[config.mk]
export PLATFORM = sky130hd
export DESIGN_NAME = ps2_cmd_queue
export DESIGN_NICKNAME = d
export VERILOG_FILES = /design/src/rtl/ps2_cmd_queue.sv
export SDC_FILE = /design/constraint.sdc
export NUM_CORES = 1
export LEC_CHECK = 0
export CORE_MARGIN = 2
export CORE_UTILIZATION = 30
export DETAILED_ROUTE_END_ITERATION = 6
export PLACE_DENSITY_LB_ADDON = 0.2
export SYNTH_ARGS = -nofsm -noshare
export SYNTH_HDL_FRONTEND = slang
export SYNTH_SLANG_ARGS = --single-unit
[constraint.sdc]
create_clock -name clk -period 2.87 [get_ports clk]
set_clock_uncertainty 0.2 [all_clocks]
set_input_delay 0.574 -clock clk [delete_from_list [all_inputs] [get_ports clk]]
set_output_delay 0.574 -clock clk [all_outputs]
set_load 0.05 [all_outputs]
[src/rtl/ps2_cmd_queue.sv]
// PS/2 set-2 scancode decoder feeding a small command FIFO,
// drained by a hold/gap output sequencer.
module ps2_cmd_queue #(
  parameter int HOLD_CYCLES = 2000000,
  parameter int DEPTH       = 4,
  parameter int REPEAT_EN   = 0,
  parameter int CMD_W       = 4
) (
  input  logic             clk,
  input  logic             reset,
  input  logic [7:0]       code_in,
  input  logic             code_valid,
  output logic [CMD_W-1:0] command,
  output logic             cmd_start,
  output logic             key_held,
  output logic             overflow
);
  localparam int AW = $clog2(DEPTH);
  localparam int NW = $clog2(DEPTH + 1);
  localparam int CW = $clog2(HOLD_CYCLES + 1);
  localparam logic [CW-1:0] LAST = CW'(HOLD_CYCLES - 1);
  localparam logic [NW-1:0] FULL = NW'(DEPTH);

  typedef enum logic [1:0] {
    S_IDLE,
    S_HOLD,
    S_GAP
  } state_t;

  logic             r_ext;
  logic             r_brk;
  logic [8:0]       r_last_key;
  logic [CMD_W-1:0] r_mem [DEPTH];
  logic [AW-1:0]    r_wr;
  logic [AW-1:0]    r_rd;
  logic [NW-1:0]    r_count;
  logic [CW-1:0]    r_cnt;
  state_t           r_state;

  logic             w_done;
  logic [8:0]       w_key;
  logic [CMD_W-1:0] w_cmd;
  logic             w_repeat;
  logic             w_accept;
  logic             w_brk_hit;
  logic             w_full;
  logic             w_pop;
  logic             w_push;
  logic             w_drop;

  assign w_done = code_valid
               && (code_in != 8'hE0)
               && (code_in != 8'hF0);
  assign w_key  = {r_ext, code_in};

  always_comb begin
    w_cmd = '0;
    case (w_key)
      9'h01B:  w_cmd = CMD_W'(1);
      9'h076:  w_cmd = CMD_W'(2);
      9'h04D:  w_cmd = CMD_W'(3);
      9'h02D:  w_cmd = CMD_W'(4);
      9'h175:  w_cmd = CMD_W'(5);
      9'h174:  w_cmd = CMD_W'(6);
      9'h172:  w_cmd = CMD_W'(7);
      9'h16B:  w_cmd = CMD_W'(8);
      default: w_cmd = '0;
    endcase
  end

  // Typematic repeats of the key still down are dropped unless enabled.
  assign w_repeat  = (REPEAT_EN == 0) && key_held
                  && (w_key == r_last_key);
  assign w_accept  = w_done && !r_brk
                  && (w_cmd != '0) && !w_repeat;
  assign w_brk_hit = w_done && r_brk
                  && (w_key == r_last_key);

  assign w_full = (r_count == FULL);
  assign w_pop  = (r_state == S_IDLE) && (r_count != '0);
  assign w_push = w_accept && (!w_full || w_pop);
  assign w_drop = w_accept && w_full && !w_pop;

  always_ff @(posedge clk or posedge reset) begin
    if (reset) begin
      r_ext      <= 1'b0;
      r_brk      <= 1'b0;
      r_last_key <= '0;
      key_held   <= 1'b0;
      overflow   <= 1'b0;
    end else begin
      overflow <= w_drop;
      if (code_valid) begin
        if (code_in == 8'hE0) begin
          r_ext <= 1'b1;
        end else if (code_in == 8'hF0) begin
          r_brk <= 1'b1;
        end else begin
          r_ext <= 1'b0;
          r_brk <= 1'b0;
        end
      end
      if (w_accept) begin
        r_last_key <= w_key;
        key_held   <= 1'b1;
      end else if (w_brk_hit) begin
        key_held <= 1'b0;
      end
    end
  end

  always_ff @(posedge clk) begin
    if (w_push) begin
      r_mem[r_wr] <= w_cmd;
    end
  end

  always_ff @(posedge clk or posedge reset) begin
    if (reset) begin
      r_wr    <= '0;
      r_rd    <= '0;
      r_count <= '0;
    end else begin
      if (w_push) begin
        r_wr <= r_wr + AW'(1);
      end
      if (w_pop) begin
        r_rd <= r_rd + AW'(1);
      end
      case ({w_push, w_pop})
        2'b10:   r_count <= r_count + NW'(1);
        2'b01:   r_count <= r_count - NW'(1);
        default: r_count <= r_count;
      endcase
    end
  end

  always_ff @(posedge clk or posedge reset) begin
    if (reset) begin
      r_state   <= S_IDLE;
      r_cnt     <= '0;
      command   <= '0;
      cmd_start <= 1'b0;
    end else begin
      cmd_start <= 1'b0;
      case (r_state)
        S_IDLE: begin
          if (w_pop) begin
            command   <= r_mem[r_rd];
            cmd_start <= 1'b1;
            r_cnt     <= '0;
            r_state   <= S_HOLD;
          end else begin
            command <= '0;
          end
        end
        S_HOLD: begin
          if (r_cnt == LAST) begin
            command <= '0;
            r_cnt   <= '0;
            r_state <= S_GAP;
          end else begin
            r_cnt <= r_cnt + CW'(1);
          end
        end
        S_GAP: begin
          r_state <= S_IDLE;
        end
        default: begin
          command <= '0;
          r_state <= S_IDLE;
        end
      endcase
    end
  end

endmodule

# [Word-level counts from Yosys, hierarchy flattened]
# Memories as Yosys holds them, arrays and structs flattened.
# Index checks and enable logic that the tools add are counted.
[totals] memories=1 output_inout_bits=7 ff_bits=48 input_bits=11 ram_bits=16 word_cells=90
[classes] bitwise=2 addsub=5 n_mux=20 n_reduce_logical=28 eq_ne=22
[mem_list] name="r_mem" words=4 word_bits=4 rd=1 rd_ports_with_merged_regs=0 write_ports=1 line_no="33" source="logic [CMD_W-1:0] r_mem [DEPTH];"
[op_table] op="$mux W21" n=2
[op_table] op="$pmux W21 S2" n=1
[op_table] op="$eq A9 B9 Y1 const B" n=4
[op_table] op="$pmux W4 S8" n=1
[op_table] op="$add A21 B1 Y21 const B" n=1
[op_table] op="$eq A21 B21 Y1 const B" n=1
[op_table] op="$eq A9 B7 Y1 const B" n=2
[op_table] op="$eq A8 B8 Y1 const B" n=2
[op_table] op="$ne A8 B8 Y1 const B" n=2
[op_table] op="$logic_and A1 B1 Y1" n=12
[op_table] op="$pmux W4 S3" n=1
[op_table] op="$reduce_and A2 Y1" n=5
[op_table] op="$eq A9 B5 Y1 const B" n=1
[op_table] op="$eq A9 B6 Y1 const B" n=1
[op_table] op="$eq A9 B9 Y1" n=1
[op_table] op="$mux W1" n=9
[op_table] op="$mux W4" n=2
[op_table] op="$ne A2 B2 Y1 const B" n=3
[op_table] op="$pmux W3 S2" n=1
[op_table] op="$reduce_bool A2 Y1" n=3
[op_table] op="$add A2 B1 Y2 const B" n=2
[op_table] op="$eq A2 B1 Y1 const B" n=2
[op_table] op="$eq A2 B2 Y1 const B" n=2
[op_table] op="$logic_not A1 Y1" n=4
[op_table] op="other kinds (10)" n=12

# [Longest topological paths before layout]
# Gate-level depths: netlist (run 1).
[depth] depth_word=9 ltp_mapped=11 ltp_nobuf=10

# [Worst setup path after synthesis (run 1)]
# OpenSTA, ideal clock, no wires.
[synth_timing] path_kind="input port to flip-flop" start="in code_in[2]" end="reg r_count[2]" path_stages=11 path_slack_ps=86 path_buffers=1 t_required_ps=2590 setup_time_ps=80 arrival_time_ps=2504 path_cell_list="buf_4 > nand4bb_4 > a2111oi_4 > nor3_2 > a21oi_4 > nor2_1 > fa_1 > inv_1 > a2111oi_0 > a31oi_1 > xnor2_1"
[synth_between] elab_chain_len=9
[synth_lines] item="from (decl)" line_no="11" source="input logic [7:0] code_in,"
[synth_lines] item="branches (longest 5 deep; another with $eq A9 B9 Y1)"
[synth_lines] item="$logic_and A1 B1 Y1 *" line_no="75" source="&& (w_cmd != '0) && !w_repeat;"
[synth_lines] item="$logic_and A1 B1 Y1 *" line_no="81" source="assign w_push = w_accept && (!w_full || w_pop);"
[synth_lines] item="$eq A2 B1 Y1 / $eq A2 B2 Y1 (equally long branches)" line_no="130" source="case ({w_push, w_pop})"
[synth_lines] item="$pmux W3 S2 / $reduce_bool A2 Y1 (equally long branches)"
[synth_lines] item="to (signal assigned)" line_no="131" source="2'b10: r_count <= r_count + NW'(1);"
[synth_lines] item="to (signal assigned)" line_no="132" source="2'b01: r_count <= r_count - NW'(1);"
[synth_lines] item="to (signal assigned)" line_no="133" source="default: r_count <= r_count;"
[synth_lines] item="to (decl)" line_no="36" source="logic [NW-1:0] r_count;"
# Every way passes the cells marked *.
# A chain may end at the register's enable or synchronous reset.

# [Final worst setup path (run 1)]
[layout_timing] start="in code_in[3]" end="reg r_count[2]"
# The elaborated chain is that of the path after synthesis.

==> metrics.cfg, run 1 <==
[critical_path]
path_cells=clkdlybuf4s50_1 -> nand2_2 -> nor4_2 -> a32oi_2 -> a21oi_4 -> nor2_1 -> fa_1 -> inv_1 -> a2111oi_2 -> a31oi_1 -> xnor2_1
rr_startpoint=r_ext$_DFFE_PP0P_
crit_slowest_cell=clkdlybuf4s50_1
cp_top_family=buffers and inverters
cp.required_ps=2930
start_kind=input pin
cp_num_cells=11
max_stage_delay_ps=510
arrival_ps=2800
r2r_cells=10
crit_type=input pin to register
crit_start=code_in[3]
endpoint_kind=register
cp_num_buf_inv=2
path_max_fanout=3

[routing]
ant_nets=0
drc=0
finalWirelength_mm=7.22
via_per_inst=4.80
first_iter_violations=87
wl_per_cell_um=14.6
vias=2365
first_pass_iters=4

[clocking]
h-tree-depth=3
clk_path_buf_depth=2
cts_buffers=9
clk-insertion-delay-late_ps=350
path_clk_slew_ps=90
cts_root_buf=clkbuf_8
cts_tree=built
cts_sinks=64

[die]
coreArea_um2=10800
rows=38
initial_core_util_pct=30.6
die_h_um=109
fp.dieW_um=109
num_io_pins=18
fp.dieArea_um2=11900

[placement]
place.detailed.hpwl_mm=5.19
dp.cells=476
gp_congestion=0.807
portBuffers=17
dpl_worst_slack_ps=-419

[yosys]
seq_area_frac_synth_pct=50.9
synth_area_um2=3300
synth_edf_count=16
synth_top_area_cell=dfrtp_1
ys.flop_type=dfrtp_1
async_flop_share_pct=75.0
yosysTopAreaCellShare_pct=36.3
yosys_warnings=0
ys_ff_latch=64
synth_nets=313
synth.area.top_cells=dfrtp_1, edfxtp_1, xnor2_1
synth.distinct_cells=58
avgSynthCellArea_um2=11.2
synth_cells=296

[global_routing]
grtUsageTotal_pct=13.6
antenna_found_initial=0
grt-ovfl-total=0
grt_max_degree=31
grt_pass1_wl_mm=12.4
grt_pass1_vias=2447

[finish]
seq_area_um2=1680
fin_cells=493
fillers=1059
nets=365
syn2layout_area_growth_pct=27.1
final_layout_size_suffix_gt1_share_pct=24.4
multiInputGateArea_um2=1600
antennaDiodeCount=0

[sta]
timing.slew.headroom_pct=64.3
drv_slew=0
fin_ws_ps=137
setup_viol=0
finalHoldViolCount=0
rsz0062_at_grt=false
worst-slew-pin-transition_ps=532
fin_crit_ps=2730
fmax_mhz=366
fin_crit_sh_pct=95.2

[power]
p_comb_share_pct=10.8
clkPwrFrac_pct=41.9
vdd_drop_max_v=0.000342
p_per_area_nw_per_um2=506
p_int_w=0.00158
power.switching_w=0.000545
leakagePower_nw=1.75
netSwitchingFraction_pct=25.6
p_seq_share_pct=47.3

[min_path]
hold_class=register to register
hold_depth=1
hp-start=r_cnt[20]$_DFFE_PP0P_

[run_status]
status=completed

[job]
drv_cap=0

==> cells in the final DEF, fill, tap and decap left out, drive strengths merged, types with 7 or more instances in the layout <==
master / synthesis / final
dfrtp: 48 / 48
buf: 8 / 36
nand2: 33 / 33
o21ai: 27 / 27
edfxtp: 16 / 16
xnor2: 16 / 16
nand3: 14 / 14
nor2: 14 / 14
inv: 9 / 11
clkdlybuf4s50: 0 / 10
a21oi: 10 / 10
clkbuf: 4 / 9
mux2: 8 / 8
and3: 7 / 7
nor3: 7 / 7
==> metrics by stage <==
stage / area (um^2) / power (W) / util, % / hold slack (ps) / TNS (ps)
2_1_floorplan: 3300 / 0.00115 / - / 240 / 0
3_3_place_gp: 3860 / 0.00124 / 35.8 / 284 / -5170
6_report: 4200 / 0.00213 / 38.9 / 297 / 0
4_1_cts: 4110 / 0.00216 / 38.1 / 302 / 0
5_1_grt: 4200 / 0.00225 / 38.9 / 320 / 0
3_5_place_dp: 3860 / 0.00124 / 35.8 / 290 / -5710
==> sequential cells by signal, indices dropped and copies added (netlist names) <==
name / cells
r_wr: 2
key_held: 1
cmd_start: 1
r_ext: 1
r_rd: 2
overflow: 1
r_brk: 1
r_state: 2
r_count: 3
r_mem: 16
r_cnt: 21
command: 4
r_last_key: 9
==> cell usage after synthesis, drive strengths merged (2+ instances only) <==
library cell  count
dfrtp            48
nand2            33
o21ai            27
edfxtp           16
xnor2            16
nand3            14
nor2             14
a21oi            10
inv               9
buf               8
mux2              8
and3              7
nor3              7
nor4              6
o31ai             6
ha                5
nand2b            5
a22o              4
and2              4
clkbuf            4
mux4              4
xor2              4
a21o              3
nand4             3
nand4bb           3
or3               3
a2111oi           2
a31o              2
a31oi             2
nor4bb            2
o41ai             2
or4b              2
==> area by class of cell <==
| type | count | area share (%) |
|---|---|---|
| Timing Repair Buffer | 53 | 11.4 |
| Clock buffer | 9 | 2.95 |
| Clock inverter | 7 | 2.47 |
| Inverter | 9 | 0.804 |
| Tap cell | 140 | 4.17 |
| Multi-Input combinational cell | 211 | 38.2 |
| Sequential cell | 64 | 40.0 |
==> layer usage <==
layer	vias up	track usage [%]	wire length, um
met3	7	3.89	259
met5	-	0	0
li1	1182	-	-
met1	1137	17.4	3430
met4	0	4.12	98
met2	39	22.3	3430
==> cell families (layout without fill, tap and decap cells) <==
logic type / count (synthesis) / in the layout / share of synthesized area, %
compound gates: 63 / 63 / 13.2
buf+inv: 21 / 78 / 3.29
fa+ha+maj: 6 / 6 / 2.50
xor+xnor: 20 / 20 / 5.30
flops: 64 / 64 / 50.9
mux: 13 / 13 / 6.32
simple gates: 109 / 109 / 18.5
==> final timing paths <==
check | slack (ps) | endpoint
setup reg to reg | 180 | r_count[2]$_DFFE_PP0P_
hold / removal | 300 | r_cnt[20]$_DFFE_PP0P_
setup / recovery | 140 | r_count[2]$_DFFE_PP0P_
min in group asynchronous | 360 | r_last_key[2]$_DFFE_PP0P_
max in group asynchronous | 1580 | r_cnt[19]$_DFFE_PP0P_
hold reg to reg | 300 | r_cnt[20]$_DFFE_PP0P_
==> repair_timing <==
action | in CTS | in global routing
pin swaps | 1 | 4
endpoints found under the setup margin | 2 | 2
setup buffers | 0 | 1
resized for setup | 4 | 15
hold buffers | 0 | 0
==> power by group through the flow <==
stage	Combinational [W]	Sequential (W)	Clock, W
floorplan	0.000128	0.00103	0
global placement	0.000215	0.00102	0
detailed placement	0.000221	0.00102	0
CTS	0.000225	0.00101	0.000925
global route	0.000260	0.00101	0.000973
finish	0.000230	0.00101	0.000891
(Power assumes the default switching activity.)
==> run 2: changes to the inputs <==
--- a/config.mk
+++ b/config.mk
@@ -5,7 +5,7 @@
 export SDC_FILE = /design/constraint.sdc
 export NUM_CORES = 1
 export LEC_CHECK = 0
-export CORE_MARGIN = 2
+export CORE_MARGIN = 1.5
 export CORE_UTILIZATION = 30
 export DETAILED_ROUTE_END_ITERATION = 6
 export PLACE_DENSITY_LB_ADDON = 0.2
==> run 2 against run 1 <==
  * Wire length down 3.6%
  * Clock power down 11%
  * First-iteration DRC count up 6.9%
  * Die area down 1.8%
  * Register-to-register slack about the same
  * Largest power group unchanged
  * Clock-buffer cell count unchanged
  * Global-route usage down 0.15 points
==> metrics.cfg, run 2 (same netlist as run 1, synthesis figures left out) <==
[die]
rows=38  ; unchanged
coreArea_um2=10800  ; unchanged
initial_core_util_pct=30.6  ; unchanged
die_h_um=108  ; -0.92%
fp.dieArea_um2=11700  ; -1.8%
fp.dieW_um=108  ; -0.92%
num_io_pins=18  ; unchanged

[critical_path]
cp.required_ps=2950  ; +20 ps
crit_type=input pin to register
start_kind=input pin
endpoint_kind=register
arrival_ps=2820  ; +20 ps
path_max_fanout=4  ; +1

[sta]
fin_ws_ps=127  ; -10.4 ps
totalNegativeSetupSlack_ps=0  ; unchanged
drv_slew=0  ; unchanged
fmax_mhz=365  ; -0.38%
timing.slew.headroom_pct=65.2  ; +0.90 points
fin_crit_ps=2740  ; +10.4 ps
fin_hold_ws_ps=304  ; +7.55 ps
worst-slew-pin-transition_ps=517  ; -14.9 ps
finalHoldViolCount=0  ; unchanged
setup_viol=0  ; unchanged
rsz0062_at_grt=false
fin_crit_sh_pct=95.6  ; +0.36 points

[placement]
dp.cells=479  ; +0.63%
dpl_worst_slack_ps=-425  ; -5.72 ps
portBuffers=17  ; unchanged
place.detailed.hpwl_mm=5.04  ; -2.8%
gp_congestion=0.753  ; -6.6%

[routing]
via_per_inst=4.74  ; -1.1%
ant_nets=0  ; unchanged
drc=0  ; unchanged
first_pass_iters=4  ; unchanged
wl_per_cell_um=14.0  ; -4.2%
vias=2353  ; -0.51%
finalWirelength_mm=6.96  ; -3.6%
first_iter_violations=93  ; +6.9%

[finish]
fillers=1034  ; -2.4%
top_register=r_cnt
layout_common_cells=dfrtp_1, buf_4, nand2_1, o21ai_0, edfxtp_1
final_layout_size_suffix_gt1_share_pct=24.7  ; +0.36 points
top_regs=r_cnt (21), r_mem (16), r_last_key (9)
nets=368  ; +0.82%
layout_commonest_cell=dfrtp_1
fin_cells=496  ; +0.61%
syn2layout_area_growth_pct=26.2
largest_reg_flops=21  ; unchanged
antennaDiodeCount=0  ; unchanged

[clocking]
cts_sinks=64  ; unchanged
h-tree-depth=3  ; unchanged
cts_root_buf=clkbuf_8
cts_tree=built
path_clk_slew_ps=80  ; about the same
cts_hold_buf=0  ; unchanged
clk_path_buf_depth=2  ; unchanged
clk-insertion-delay-late_ps=350  ; about the same
cts_buffers=9  ; unchanged

[power]
leakagePower_nw=1.72  ; -1.4%
vdd_drop_max_v=0.000177  ; -48%
p_total_w=0.00203  ; -4.6%
p_per_area_nw_per_um2=487  ; -3.9%

[global_routing]
grt-ovfl-total=0  ; unchanged
grt_pass1_wl_mm=12.0  ; -3.6%
grt_max_degree=49  ; +58%
grtUsageTotal_pct=13.4  ; -0.15 points
antenna_found_initial=0  ; unchanged
grt_pass1_vias=2356  ; -3.7%

[run_status]
status=completed

[job]
drv_cap=0  ; unchanged

[min_path]
hold_class=register to register

==> run 2: critical path, stage by stage <==
cell and delay (ps):
clkdlybuf4s50_1 560, nand2_2 170, a2111oi_4 380, nor3_2 120, a21oi_4 160, nor2_1 60, fa_1 370, inv_1 90
a2111oi_2 40, a31oi_1 170, xnor2_1 130
==> run 2: metal layers <==
metal,GRT usage [%],share of wire [%],vias up
met5,0,0,-
met4,5.36,0.95,0
met3,3.25,2.5,6
met2,20.3,46,28
met1,18.6,51,1121
li1,-,-,1198
==> run 2: final timing paths <==
path	from	to	slack [ps]	cells after the start
max	code_in[0]	r_count[2]$_DFFE_PP0P_	130	11
min	r_cnt[20]$_DFFE_PP0P_	r_cnt[20]$_DFFE_PP0P_	300	1
max reg2reg	r_ext$_DFFE_PP0P_	r_count[2]$_DFFE_PP0P_	190	10
min reg2reg	r_cnt[20]$_DFFE_PP0P_	r_cnt[20]$_DFFE_PP0P_	300	1
max in group asynchronous	reset	r_state[0]$_DFFE_PP0P_	1870	3
min in group asynchronous	reset	command[0]$_DFFE_PP0P_	370	3
==> run 2: area by class of cell <==
| cell class | count | area [um^2] | area share [%] |
|---|---|---|---|
| Inverter | 9 | 33.8 | 0.810 |
| Timing Repair Buffer | 56 | 483 | 11.6 |
| Tap cell | 140 | 175 | 4.20 |
| Sequential cell | 64 | 1680 | 40.3 |
| Clock inverter | 7 | 81.3 | 1.95 |
| Clock buffer | 9 | 124 | 2.97 |
| Multi-Input combinational cell | 211 | 1590 | 38.2 |
==> run 2: through the flow <==
stage                     utilization (%)  cell area [um^2]
final                                38.7              4170
after global routing                 38.7              4170
after CTS                            37.8              4080
after detailed placement             35.9              3870
after global placement               35.9              3870
after floorplan                         -              3300
==> run 2: report_power, final <==
group          switching (W)  internal, W  total (W)
registers          0.0000397     0.000968    0.00101
logic               0.000112     0.000115   0.000227
clock network       0.000386     0.000409   0.000796
total               0.000538      0.00149    0.00203
==> run 2: what timing repair did <==
action,CTS,global route
setup buffers,0,1
endpoints found under the setup margin,1,5
pin swaps,0,2
hold endpoints to repair,0,0
gates resized for setup,3,15
